`config.mk`:
```
export PLATFORM = sky130hd
export DESIGN_NAME = seq_uart_tx
export DESIGN_NICKNAME = d
export VERILOG_FILES = /design/src/rtl/seq_uart_tx.sv
export SDC_FILE = /design/constraint.sdc
export NUM_CORES = 1
export LEC_CHECK = 0
export CELL_PAD_IN_SITES_DETAIL_PLACEMENT = 1
export CELL_PAD_IN_SITES_GLOBAL_PLACEMENT = 1
export CORE_ASPECT_RATIO = 0.75
export CORE_MARGIN = 5
export CORE_UTILIZATION = 48
export DETAILED_ROUTE_END_ITERATION = 10
export PLACE_DENSITY = 0.82
export RECOVER_POWER = 50
export SYNTH_ARGS = -nofsm -noshare
export SYNTH_HDL_FRONTEND = slang
export SYNTH_SLANG_ARGS = --single-unit
```
`constraint.sdc`:
```
create_clock -name clock -period 3.1 [get_ports clock]
set_input_delay 0.62 -clock clock [delete_from_list [all_inputs] [get_ports clock]]
set_output_delay 0.62 -clock clock [all_outputs]
set_load 0.005 [all_outputs]
```
`src/rtl/seq_uart_tx.sv`:
```
// seq_uart_tx: sequencer-bus responder that queues bytes and serialises them as 8N1 UART frames.
//   Optional macro SEQ_UART_TX_PARITY_EN adds a parity bit (8E1/8O1, selected by CTRL imm[2]).
//   clock   in   rising-edge system clock
//   reset   in   asynchronous, active-low reset
//   inst    in   [11:8] opcode (0 NOP, 1 SEND, 2 FLUSH, 3 CTRL), [7:0] immediate
//   inst_en in   instruction valid
//   tx      out  UART serial line, idle high
//   status  out  [7] busy [6] full [5] empty [4] overflow [3] enabled [2:0] level (saturating)
module seq_uart_tx #(
   parameter int CLKS_PER_BIT = 434,
   parameter int FIFO_AW      = 2
) (
   input  logic        clock,
   input  logic        reset,
   input  logic [11:0] inst,
   input  logic        inst_en,
   output logic        tx,
   output logic [7:0]  status
);
   localparam int DEPTH = 2 ** FIFO_AW;
   typedef enum logic [2:0] {IDLE, START, DATA, STOP, PARITY} state_t;
   state_t state, nxt;
   logic [7:0] mem [DEPTH];
   logic [FIFO_AW-1:0] wr_ptr, rd_ptr;
   logic [FIFO_AW:0] level;
   logic [15:0] cnt;
   logic [2:0] bit_cnt;
   logic [7:0] shift;
   logic [31:0] lvl32;
   logic [2:0] lvl_sat;
   logic overflow, enabled, full, empty, pop, push, send, flush, ctrl, last;
   logic [3:0] op;
   logic [7:0] imm;
   assign op    = inst[11:8];
   assign imm   = inst[7:0];
   assign send  = inst_en && op == 4'd1;
   assign flush = inst_en && op == 4'd2;
   assign ctrl  = inst_en && op == 4'd3;
   assign empty = level == '0;
   assign full  = level == (FIFO_AW + 1)'(DEPTH);
   assign pop   = state == IDLE && enabled && !empty;
   // a pop in the same cycle frees the slot, so a SEND into a full FIFO still lands
   assign push  = send && (!full || pop);
   assign last  = cnt == 16'(CLKS_PER_BIT - 1);
   assign lvl32 = 32'(level);
   assign lvl_sat = lvl32 > 32'd7 ? 3'd7 : lvl32[2:0];

   always_ff @(posedge clock)
      if (push) mem[wr_ptr] <= imm;

   always_ff @(posedge clock or negedge reset)
      if (!reset) begin
         wr_ptr   <= '0;
         rd_ptr   <= '0;
         level    <= '0;
         overflow <= 1'b0;
         enabled  <= 1'b1;
      end else begin
         wr_ptr   <= wr_ptr + FIFO_AW'(push);
         // flush discards everything behind a head that is being popped this cycle
         rd_ptr   <= flush ? wr_ptr : rd_ptr + FIFO_AW'(pop);
         level    <= flush ? '0 : level + (FIFO_AW + 1)'(push) - (FIFO_AW + 1)'(pop);
         overflow <= (ctrl && imm[1]) ? 1'b0 : overflow | (send && !push);
         enabled  <= ctrl ? imm[0] : enabled;
      end

`ifdef SEQ_UART_TX_PARITY_EN
   logic odd, par;
   always_ff @(posedge clock or negedge reset)
      if (!reset) begin
         odd <= 1'b0;
         par <= 1'b0;
      end else begin
         odd <= ctrl ? imm[2] : odd;
         par <= pop ? ^mem[rd_ptr] ^ odd : par;
      end
`endif

   always_ff @(posedge clock or negedge reset)
      if (!reset) state <= IDLE;
      else state <= nxt;

   always_comb begin
      nxt = state;
      case (state)
         IDLE:   nxt = pop ? START : IDLE;
         START:  nxt = last ? DATA : START;
`ifdef SEQ_UART_TX_PARITY_EN
         DATA:   nxt = (last && bit_cnt == 3'd7) ? PARITY : DATA;
         PARITY: nxt = last ? STOP : PARITY;
`else
         DATA:   nxt = (last && bit_cnt == 3'd7) ? STOP : DATA;
`endif
         STOP:   nxt = last ? IDLE : STOP;
         default: nxt = IDLE;
      endcase
   end

   // baud counter restarts on every state entry and wraps between data bits
   always_ff @(posedge clock or negedge reset)
      if (!reset) begin
         cnt     <= '0;
         bit_cnt <= '0;
         shift   <= '0;
      end else begin
         cnt     <= (nxt != state || last) ? '0 : cnt + 16'd1;
         bit_cnt <= (state == DATA && last) ? bit_cnt + 3'd1 : bit_cnt;
         shift   <= pop ? mem[rd_ptr] : (state == DATA && last) ? shift >> 1 : shift;
      end

`ifdef SEQ_UART_TX_PARITY_EN
   assign tx = state == START ? 1'b0 : state == DATA ? shift[0] : state == PARITY ? par : 1'b1;
`else
   assign tx = state == START ? 1'b0 : state == DATA ? shift[0] : 1'b1;
`endif

   always_ff @(posedge clock or negedge reset)
      if (!reset) status <= 8'h28;
      else status <= {state != IDLE, full, empty, overflow, enabled, lvl_sat};
endmodule

```
# After elaboration in Yosys (flattened, before gate mapping)
# Memories as Yosys holds them, arrays and structs flattened.
# Index checks and enable logic that the tools add are counted.
[word_totals]
ramBits = 32
regBits = 47
mem_count = 1
elab_cells = 64
inputBits = 15
[memory_table]
columns = ["memory", "depth", "word_bits", "rd", "rd_ports_with_merged_regs", "write_ports", "line_no", "source"]
rows = [
  ["mem", 4, 8, 1, 0, 1, "23", "logic [7:0] mem [DEPTH];"],
]
[classes]
n_eq_ne = 10
mux = 16
order_cmp = 1
bitwise_logic = 1
n_reduce_logical = 19
add_sub_neg = 6
[ops]
columns = ["op", "count"]
rows = [
  ["16-bit by 1-bit adder with 16-bit output (second input constant)", 1],
  ["16-bit by 9-bit equality test with 1-bit output (second input constant)", 1],
  ["16-bit two-way mux", 1],
  ["8-bit two-way mux", 2],
  ["1-bit logical AND", 10],
  ["4-bit by 2-bit equality test with 1-bit output (second input constant)", 2],
  ["2-bit one-hot mux with 4 select lines", 1],
  ["1-bit two-way mux", 7],
  ["3-bit by 2-bit equality test with 1-bit output (second input constant)", 2],
  ["3-bit equality test (second input constant)", 2],
  ["3-bit zero test", 2],
  ["2-bit two-way mux", 3],
  ["3-bit two-way mux", 2],
  ["2-bit by 1-bit adder with 2-bit output", 2],
  ["4-bit by 1-bit equality test with 1-bit output (second input constant)", 1],
  ["3-bit by 1-bit adder with 3-bit output", 1],
  ["3-bit by 1-bit adder with 3-bit output (second input constant)", 1],
  ["3-bit by 1-bit equality test with 1-bit output (second input constant)", 1],
  ["3-bit > comparator (second input constant)", 1],
  ["1-bit zero test", 3],
  ["3-bit != test", 1],
  ["3-bit nonzero test", 1],
  ["3-bit by 1-bit subtractor with 3-bit output", 1],
  ["1-bit logical OR", 2],
  ["other kinds (2)", 2],
]

# Logic depth before layout (Yosys ltp)
[depth]
word_depth = 9
depth_mapped = 10
depth_no_buf = 9

# Least setup slack after synthesis
# No wires, ideal clock.
[synth_timing]
path_kind = "input-to-reg"
start = "in inst[11]"
end = "mem mem[2][0], enable pin"
arrival_time_ps = 1956
setup_ps = 385
setup_slack_ps = 759
cell_stages = 4
cell_sequence = "nor3b_1 > nand3b_1 > nand2b_1 > nor3b_1"
[synth_between]
elab_chain_len = 5
[synth_rtl]
columns = ["item", "line_no", "source"]
rows = [
  ["start, declared", "15", "input logic [11:0] inst,"],
  ["4-bit by 1-bit equality test with 1-bit output", "36", "assign send = inst_en && op == 4'd1;"],
  ["1-bit logical AND", "36", ""],
  ["1-bit logical AND", "43", "assign push = send && (!full || pop);"],
  ["1-bit two-way mux", "49", "if (push) mem[wr_ptr] <= imm;"],
  ["1-bit two-way mux (implied by the code)", "49", ""],
  ["end, declared", "23", ""],
]
# No other way between the ends.

# Final worst setup path
[layout_timing]
start = "reg state[0]"
end = "out tx"
[layout_between]
elab_chain_len = 3
[layout_rtl]
columns = ["item", "line_no", "source"]
rows = [
  ["start, declared", "22", "state_t state, nxt;"],
  ["start signal, assigned", "81", "else state <= nxt;"],
  ["3-bit by 2-bit equality test with 1-bit output", "114", "assign tx = state == START ? 1'b0 : state == DATA ? shift[0] : 1'b1;"],
  ["1-bit two-way mux", "114", ""],
  ["1-bit two-way mux (*)", "114", ""],
  ["end, declared", "17", "output logic tx,"],
]
# Mark *: on every way between the ends. The rest lies on a longest branch, timed or not.

==> metrics <==
Max VDD drop=0.3169 mV; via count=1995; PD cells=768.1 mW/mm2; cell with the most instances after synthesis=dfrtp_1; Seq/Total Area, Yosys=63.24%; final setup violation count=0; Logic pwr share=22.2%; Crit Path Max Fanout=9; worst hold path type=reg2reg; Critical Path AT=2090 ps; met3 WL=224 um; Most used DFF post-synth=dfrtp_1; initial DRC count=65; Switching Power=0.8619 mW; Mapped Cells=249; FF-to-FF setup slack=690 ps; final worst setup slack=390.7 ps; Final Hold Viols=0; YS warnings=0; Via-to-Cell Ratio=5.421; Routed Wire Length=6.511 mm; reg-to-reg endpoint=level[1]; Synth Register Bits=78; P&R area growth vs syn=15.89%; Longest Clk Path Bufs=2; critical path buffer and inverter count=1; synth top area cells=dfrtp_1 (32%), edfxtp_1 (29%), mux4_2 (5.4%); layout cell share with drive strength beyond 1=14.44%; dpl hpwl=4.668 mm; Clock Pin Slew Worst Setup and Hold Paths=80 ps; Initial Utilization=49.21%; post-place instance area=0.003665 mm2; Internal=2.117 mW; die area=0.008757 mm2; Fmax achieved=369.1 MHz; Max-Cap Viols=0; WP data required=2480 ps; async set-reset flop share out of synthesis=58.97%; DR top layer=met4; CTS Root Cell=clkbuf_8; Switching Fraction=28.94%; Num CTS Buffers=9; worst setup path endpoint=tx; Syn Nets=273; Cell variety after synth=42; number of buffers added on ports=23; TritonCTS clock tree=done; cells along the critical path=nand2b_1, nor2_1, a21oi_1, clkdlybuf4s50_1; hold_buf cts=0; DRC Markers=0; critical path type=reg2out; H-tree depth=3; DIE WIDTH=106.4 um; Placer Congestion=0.7744; Post-CTS Resized=0; Critical-path top delay cell=clkdlybuf4s50_1; Vert. Die Dim=82.30 um; Layout Skew=5.368 ps; Slew HR=31.68%; pre-CTS WS=190.1 ps; largest net degree at the start of global routing=47; met2 wire len=3.110 mm; syn_area_per_cell=13.44 um2; Num Clock Sinks=78; power share of the sequential group=50.4%; post-layout util=57.03%; I/O pins=24; routed length per instance=17.69 um; Post-synth EDFFs=32; slowest stage delay, CP=540 ps; first-pass GRT wire length=11.28 mm; post-CTS setup buffers=0; gr usage total=17.35%; site row count=26; fin crit period=2709 ps; Routed Antenna Nets=0; Mapped Area=0.003346 mm2; Reg-to-Reg Start=enabled; most instantiated cells after synthesis=dfrtp_1 (43), edfxtp_1 (32), nor2_1 (29); post-route setup TNS=0 ps; Final Cycle Share=87.40%; CP startpoint kind=flip-flop; area leader, netlist=dfrtp_1; Synth top area share=32.16%; Clk pwr share=27.3%; antenna violations before repair=0; DRT met1 WL=3.057 mm; outcome=finished, final reports clean; Least-Margin Pin Slew=1025 ps; launch point of the critical path=state[0]; cell area after layout=0.003877 mm2; Worst Reg2Reg Path Length in Cells=8; count of nets after finishing=303; Slew Viols, Final=0; grt ovf=0; n_diodes=0; leakage power=1.525 nW; CORE AREA=0.006799 mm2; largest delay contributor family on the critical path=simple AND/OR/NAND/NOR gates; RSZ-0062 raised after global routing=no; Clock Latency Late Sink=350 ps; First-pass DRT Iterations=4; CP endpoint kind=primary output; number of global-route vias before repair=2221; WP depth=4; Hold Worst Slack=397.6 ps
==> layout make-up <==
class,count,area [um2]
tap,84,105.1
sequential,78,2116
clock inverter,6,85.08
timing repair buffer,27,255.2
clock buffer,10,127.6
multi-input combinational,153,1151
fill,685,2922
inverter,10,37.54
==> per-layer routing <==
layer  vias to the layer above  global-route usage [%]
li1                        947                       -
met1                      1010                   21.85
met2                        27                   28.45
met3                        11                   5.517
met4                         0                   6.727
met5                         -                       0
==> stage by stage <==
stage,cells,power (mW)
floorplan,249,1.916
global placement,352,2.151
detailed placement,352,2.210
CTS,368,3.031
global route,368,3.186
finish,368,2.978
==> kinds of logic after synthesis <==
group	after synthesis	share of synthesized area, %
mux	13	7.292
compound gates	23	3.852
buf+inv	18	2.356
xor+xnor	19	4.974
flops	78	63.24
fa+ha+maj	9	3.590
simple gates	89	14.70
==> placed cells by master (no fill, tap or decap), types with 2 or more instances in the layout <==
cell type and count:
dfstp_2 2, nand3_1 10, mux4_2 8, nor4_1 5, nor2_1 29, or4_4 2, nor2b_1 2, edfxtp_1 32
mux2_4 2, nor3_1 5, clkdlybuf4s50_1 14, inv_1 9, a21oi_1 5, o21ai_1 9, nand2_1 13, mux2_2 2
xnor2_1 12, clkbuf_8 9, nor3b_1 4, nand4_1 5, a31oi_1 7, buf_4 4, dlygate4sd3_1 8, dfrtp_1 43
nand2b_1 3, xor2_1 7, ha_1 8, bufinv_16 2
==> how the worst min path moves through the flow <==
stage / startpoint / end / slack (ps) / depth (start not counted)
2_1_floorplan: reset / bit_cnt[0] / 320 / 0
3_3_place_gp: enabled / status[3] / 380 / 0
3_5_place_dp: enabled / status[3] / 370 / 0
4_1_cts: enabled / status[3] / 390 / 0
5_1_grt: enabled / status[3] / 410 / 0
6_report: overflow / status[4] / 400 / 0
==> power by group through the flow <==
stage,sequential (mW),combinational (mW),clock (mW)
final,1.50,0.662,0.814
after global routing,1.55,0.743,0.895
after CTS,1.51,0.679,0.841
after floorplan,1.44,0.478,0
after global placement,1.52,0.635,0
after detailed placement,1.53,0.680,0
==> state kept, by name, indices dropped and copies added, names as in the netlist, 3 cells and up <==
signal   count
mem         32
level        3
bit_cnt      3
status       8
cnt         16
shift        8
Note: power is estimated with default switching activity, not from simulation.
==> patch 1 (config.mk and constraints unchanged) <==
Add an input register stage for `inst` and `inst_en`, with the module's reset; this delays them by one clock.
--- a/src/rtl/seq_uart_tx.sv
+++ b/src/rtl/seq_uart_tx.sv
@@ -21,2 +21,16 @@
    typedef enum logic [2:0] {IDLE, START, DATA, STOP, PARITY} state_t;
+
+   logic [11:0] inst_q;
+   logic inst_en_q;
+
+   always_ff @(posedge clock or negedge reset) begin
+      if (!reset) begin
+         inst_q    <= '0;
+         inst_en_q <= '0;
+      end else begin
+         inst_q    <= inst;
+         inst_en_q <= inst_en;
+      end
+   end
+
    state_t state, nxt;
@@ -33,7 +47,7 @@
    logic [7:0] imm;
-   assign op    = inst[11:8];
-   assign imm   = inst[7:0];
-   assign send  = inst_en && op == 4'd1;
-   assign flush = inst_en && op == 4'd2;
-   assign ctrl  = inst_en && op == 4'd3;
+   assign op    = inst_q[11:8];
+   assign imm   = inst_q[7:0];
+   assign send  = inst_en_q && op == 4'd1;
+   assign flush = inst_en_q && op == 4'd2;
+   assign ctrl  = inst_en_q && op == 4'd3;
    assign empty = level == '0;
Function: changed (a bounded check fails within 4 cycles, from zero or initial values and one cycle with reset low).
==> patch 1 against the unedited design <==
- via count increased by 7.9%
- sequential cell count increased by 13
- worst setup slack improved by 190 ps
- design area increased by 6.9%
- synthesized area increased by 9.0%
- power increased by 0.99%
- sequential share of layout area increased by 4.3 points
- wire length increased by 12%
- critical path type is now reg2reg
- highest routed layer unchanged
==> patch 1: results (changes against the unedited design) <==
status: "completed"  # unchanged
dr.pass1.iters: 4  # unchanged
setup_viol_count_final: 0  # unchanged
syn_inst: 262  # was 249
maxSlewHeadroom_pct: 14.61  # was 31.68%
switching_power_uw: 896.1  # was 861.9 uW
htreeDepth: 3  # unchanged
place_area_mm2: 0.003985  # was 0.003665 mm^2
wl_met3_um: 252  # was 224 um
final_layout_size_suffix_gt1_share_pct: 11.74  # was 14.44%
p_comb_uw: 624  # was 662 uW
leakage_nw: 1.628  # was 1.525 nW
placedCellCount: 383  # was 352
fin_crit_ps: 2519  # was 2709 ps
yosys-top-cells-area: "dfrtp_1 (38%), edfxtp_1 (26%), mux4_2 (4.9%), nor2_1 (2.8%), ha_1 (2.7%)"  # was dfrtp_1 (32%), edfxtp_1 (29%), mux4_2 (5.4%), nor2_1 (3.3%), xnor2_1 (3.1%)
seq_area_frac_synth_pct: 66.93  # was 63.24%
cts-hold-fix-buffers: 0  # unchanged
grt_use_met2_pct: 26.87  # was 28.45%
irDropWorstVdd_v: 0.0004418  # was 0.0003169 V
fin_hold_ws_ps: 379.5  # was 397.6 ps
layout.nets: 317  # was 303
cp.arrival_ps: 2760  # was 2090 ps
async_flop_share_pct: 64.84  # was 58.97%
dr_wl_met2_um: 3501  # was 3110 um
met1_usage_pct: 23.11  # was 21.85%
wl_met1_um: 3418  # was 3057 um
clock_skew_ps: 11.19  # was 5.368 ps
grt_pass1_wl_um: 12390  # was 11,280 um
grt_pass1_vias: 2338  # was 2,221
wl_per_cell_um: 18.24  # was 17.69 um
crit_end: "level[1]"  # was tx
place.gp.congestion: 0.7956  # was 0.7744
stdcell_count: 399  # was 368
yosys-top-cells-count: "dfrtp_1 (56), edfxtp_1 (32), nor2_1 (27), nand2_1 (12)"  # was dfrtp_1 (43), edfxtp_1 (32), nor2_1 (29), nand2_1 (13), xnor2_1 (12)
syn-num-nets: 286  # was 273
vias_per_cell: 5.393  # was 5.421
dpl.hpwl_um: 5137  # was 4668 um
grtUsageTotal_pct: 17.04  # was 17.35%
crit_fanout: 12  # was 9
pg_seq_mw: 1.68  # was 1.50 mW
cp-startpoint: "enabled"  # was state[0]
grt_max_degree: 25  # was 47
cpMaxStageDelayCell: "dfstp_1"  # was clkdlybuf4s50_1
p_comb_share_pct: 20.7  # was 22.2%
synthDistinctLibCells: 41  # was 42
holdPathStages: 0  # unchanged
whs_endpoint: "status[3]"  # was status[4]
largestRegisters: "mem (32), cnt (16), inst_q (12)"  # was mem (32), cnt (16)
grt.met3_usage_pct: 4.725  # was 5.517%
[patch 1: cell types whose count changed in the layout (fill, tap and decap cells not counted), moves of 3 or more]
cell	unedited run	this run
mux2_2	2	5
clkbuf_1	1	5
xnor2_1	12	8
o21ai_1	9	0
dfrtp_1	43	56
dlygate4sd3_1	8	13
clkdlybuf4s50_1	14	9
o21ai_0	0	10
inv_1	9	6
a21oi_1	5	10
[patch 1: area by class of cell]
type,instances,area [um^2]
sequential,91,2441
inverter,7,31.28
fill,764,3219
multi-input combinational,155,1116
timing repair buffer,29,261.5
clock inverter,5,37.54
clock buffer,11,131.4
tap,101,126.4
[patch 1: cell families (layout without fill, tap and decap cells)]
family / Yosys count / count (layout) / share of synthesized area [%]
buffers and inverters: 16 / 52 / 2.470
adder cells (fa/ha/maj): 9 / 9 / 3.293
multiplexers: 13 / 13 / 6.484
AND/OR/NAND/NOR: 85 / 85 / 11.97
flip-flops: 91 / 91 / 66.93
XOR/XNOR: 17 / 17 / 4.083
AO/OA/AOI/OAI: 31 / 31 / 4.769
==> patch 2 (same flow settings) <==
Made on the original files. Add a define of `SEQ_UART_TX_PARITY_EN`.
--- a/src/rtl/seq_uart_tx.sv
+++ b/src/rtl/seq_uart_tx.sv
@@ -8,2 +8,4 @@
 //   status  out  [7] busy [6] full [5] empty [4] overflow [3] enabled [2:0] level (saturating)
+`define SEQ_UART_TX_PARITY_EN
+
 module seq_uart_tx #(
Formal check against the unedited RTL: same outputs for any inputs over 10 cycles, from zero or initial values and one cycle with reset low; that may be too few to reach the edited logic, so the function may still have changed.
==> patch 2 against the unedited design <==
- count of clock-buffer cells in the layout decreased by 1
- sequential cell count grew 3
- sequential power grew 5%
- synthesized cell count is 2.8% higher
- synthesized area grew 5.0%
- critical endpoint is now level[1]
- wire length increased by 6.3%
- worst setup slack improved by 44 ps
- largest power group unchanged
- power grew 14%
- non-clock buffer count up 3
- sequential share of layout area decreased by 1.2 points
- the flow now finishes with violations (max-capacitance violations, max-slew violations)
- design area rose by 5.9%
- largest cell class unchanged
==> patch 2: results (changes against the unedited design) <==
drv_slew: 32  # was 0
hold_path.class: "reg2reg"  # unchanged
crit_path_max_incr_delay_ps: 480  # was 540 ps
post_cts_buffers: 0  # unchanged
post_cts_resized: 0  # unchanged
ff2ff_setup_slack_ps: 430  # was 690 ps
dpl.hpwl_um: 4693  # was 4668 um
htreeDepth: 3  # unchanged
yosysWarningCount: 0  # unchanged
clock_skew_ps: 6.483  # was 5.368 ps
irDropWorstVdd_v: 0.0003477  # was 0.0003169 V
crit_fanout: 10  # was 9
whs_endpoint: "status[3]"  # was status[4]
seq_area_frac_synth_pct: 62.38  # was 63.24%
vias_per_cell: 5.237  # was 5.421
synthDistinctLibCells: 41  # was 42
place.gp.congestion: 0.7758  # was 0.7744
min-delay-start: "enabled"  # was overflow
numCtsBuffers: 9  # unchanged
wl_per_cell_um: 17.47  # was 17.69 um
synth_xor_area_share_pct: 6.840  # was 4.974%
cts_root_buffer: "clkbuf_8"  # unchanged
p_int_mw: 2.394  # was 2.117 mW
routed.top_layer: "met4"  # unchanged
port_buffers: 23  # unchanged
yosys-top-cells-area: "dfrtp_1 (33%), edfxtp_1 (27%), xor2_1 (3.2%), nor2_1 (3.2%), mux4_1 (3.0%)"  # was dfrtp_1 (32%), edfxtp_1 (29%), mux4_2 (5.4%), nor2_1 (3.3%), xnor2_1 (3.1%)
layout.nets: 313  # was 303
fin_hold_ws_ps: 406.0  # was 397.6 ps
cpMaxStageDelayCell: "dfrtp_1"  # was clkdlybuf4s50_1
yosys-top-cells-count: "dfrtp_1 (46), edfxtp_1 (32), nor2_1 (30), nand2_1 (15), xor2_1 (13)"  # was dfrtp_1 (43), edfxtp_1 (32), nor2_1 (29), nand2_1 (13), xnor2_1 (12)
clk_pin_slew_ps: 80  # about the same
cp.arrival_ps: 2880  # was 2090 ps
clock_latency_ps: 350  # about the same
antenna_found_initial: 1  # was 0
syn-num-nets: 280  # was 273
synthMuxAreaShare_pct: 9.263  # was 7.292%
synthAdderAreaFrac_pct: 3.420  # was 3.590%
grt_max_degree: 32  # was 47
final_layout_size_suffix_gt1_share_pct: 12.24  # was 14.44%
async_flop_share_pct: 60.49  # was 58.97%
status: "finished, violations left"  # was completed
max-cap-violations: 1  # was 0
leakage_nw: 1.718  # was 1.525 nW
grt_pass1_vias: 2280  # was 2,221
synth_compound_area_share_pct: 3.099  # was 3.852%
largestRegisters: "mem (32), cnt (16)"  # unchanged
wl_met3_um: 204  # was 224 um
holdPathStages: 0  # unchanged
maxSlewHeadroom_pct: -14.04  # was 31.68%
r2r_start: "state[0]"  # was enabled
drtIter0Drc: 53  # was 65
dr_wl_met2_um: 3501  # was 3110 um
wl_met1_um: 3065  # was 3057 um
grtUsageTotal_pct: 18.05  # was 17.35%
p_clk_share_pct: 27.0  # was 27.3%
violations: "max-capacitance violations, max-slew violations"
cts_buffer_depth: 2  # unchanged
grt_pass1_wl_um: 12220  # was 11,280 um
r2r_end: "level[1]"  # unchanged
-- patch 2: cell types whose count changed in the layout (fill, tap and decap cells not counted), moves of 3 or more --
cell / delta
o21ai_1: -8
a31oi_1: -7
mux2i_1: +7
xor2_1: +6
a21oi_1: +5
and3_1: +4
mux4_1: +4
mux4_2: -4
o21ai_0: +4
dfrtp_1: +3
nor3_1: -3
nor4_1: -3
-- patch 2: metal layers --
metal	track usage (%)	vias up
li1	-	983
met1	24.16	1047
met2	27.31	30
met3	5.723	14
met4	7.110	0
met5	0	-
-- patch 2: how the worst max path moves through the flow --
stage               slack, ps     start  cells past startpoint         to
detailed placement        260   inst_en                      9   level[1]
finish                    430  state[0]                      8   level[1]
global placement          360   inst_en                      9   level[1]
floorplan                 670  inst[11]                      3  mem[0][0]
global route              140  state[0]                      8   level[1]
CTS                       390  state[0]                      8   level[1]
-- patch 2: metrics by stage --
stage                     util (%)  setup WS (ps)  area, um^2  cells
after floorplan                  -          670.9        3512    256
after global placement       53.53          358.8        3870    379
after detailed placement     53.53          263.8        3870    379
after CTS                    56.89          393.4        4113    395
after global routing         56.80          142.5        4106    396
final                        56.80          434.5        4106    396
-- patch 2: final cells by class --
type	instances	area, um^2
multi-input combinational	160	1249
antenna	1	2.502
inverter	7	26.28
tap	101	126.4
sequential	81	2191
clock buffer	9	123.9
clock inverter	7	118.9
timing repair buffer	30	269.0
fill	754	3123
-- patch 2: power by group through the flow --
stage / clock [mW] / sequential [mW] / combinational, mW
2_1_floorplan: 0 / 1.49 / 0.692
3_3_place_gp: 0 / 1.57 / 0.863
3_5_place_dp: 0 / 1.59 / 0.920
4_1_cts: 0.946 / 1.57 / 0.945
5_1_grt: 1.01 / 1.61 / 1.03
6_report: 0.920 / 1.57 / 0.918
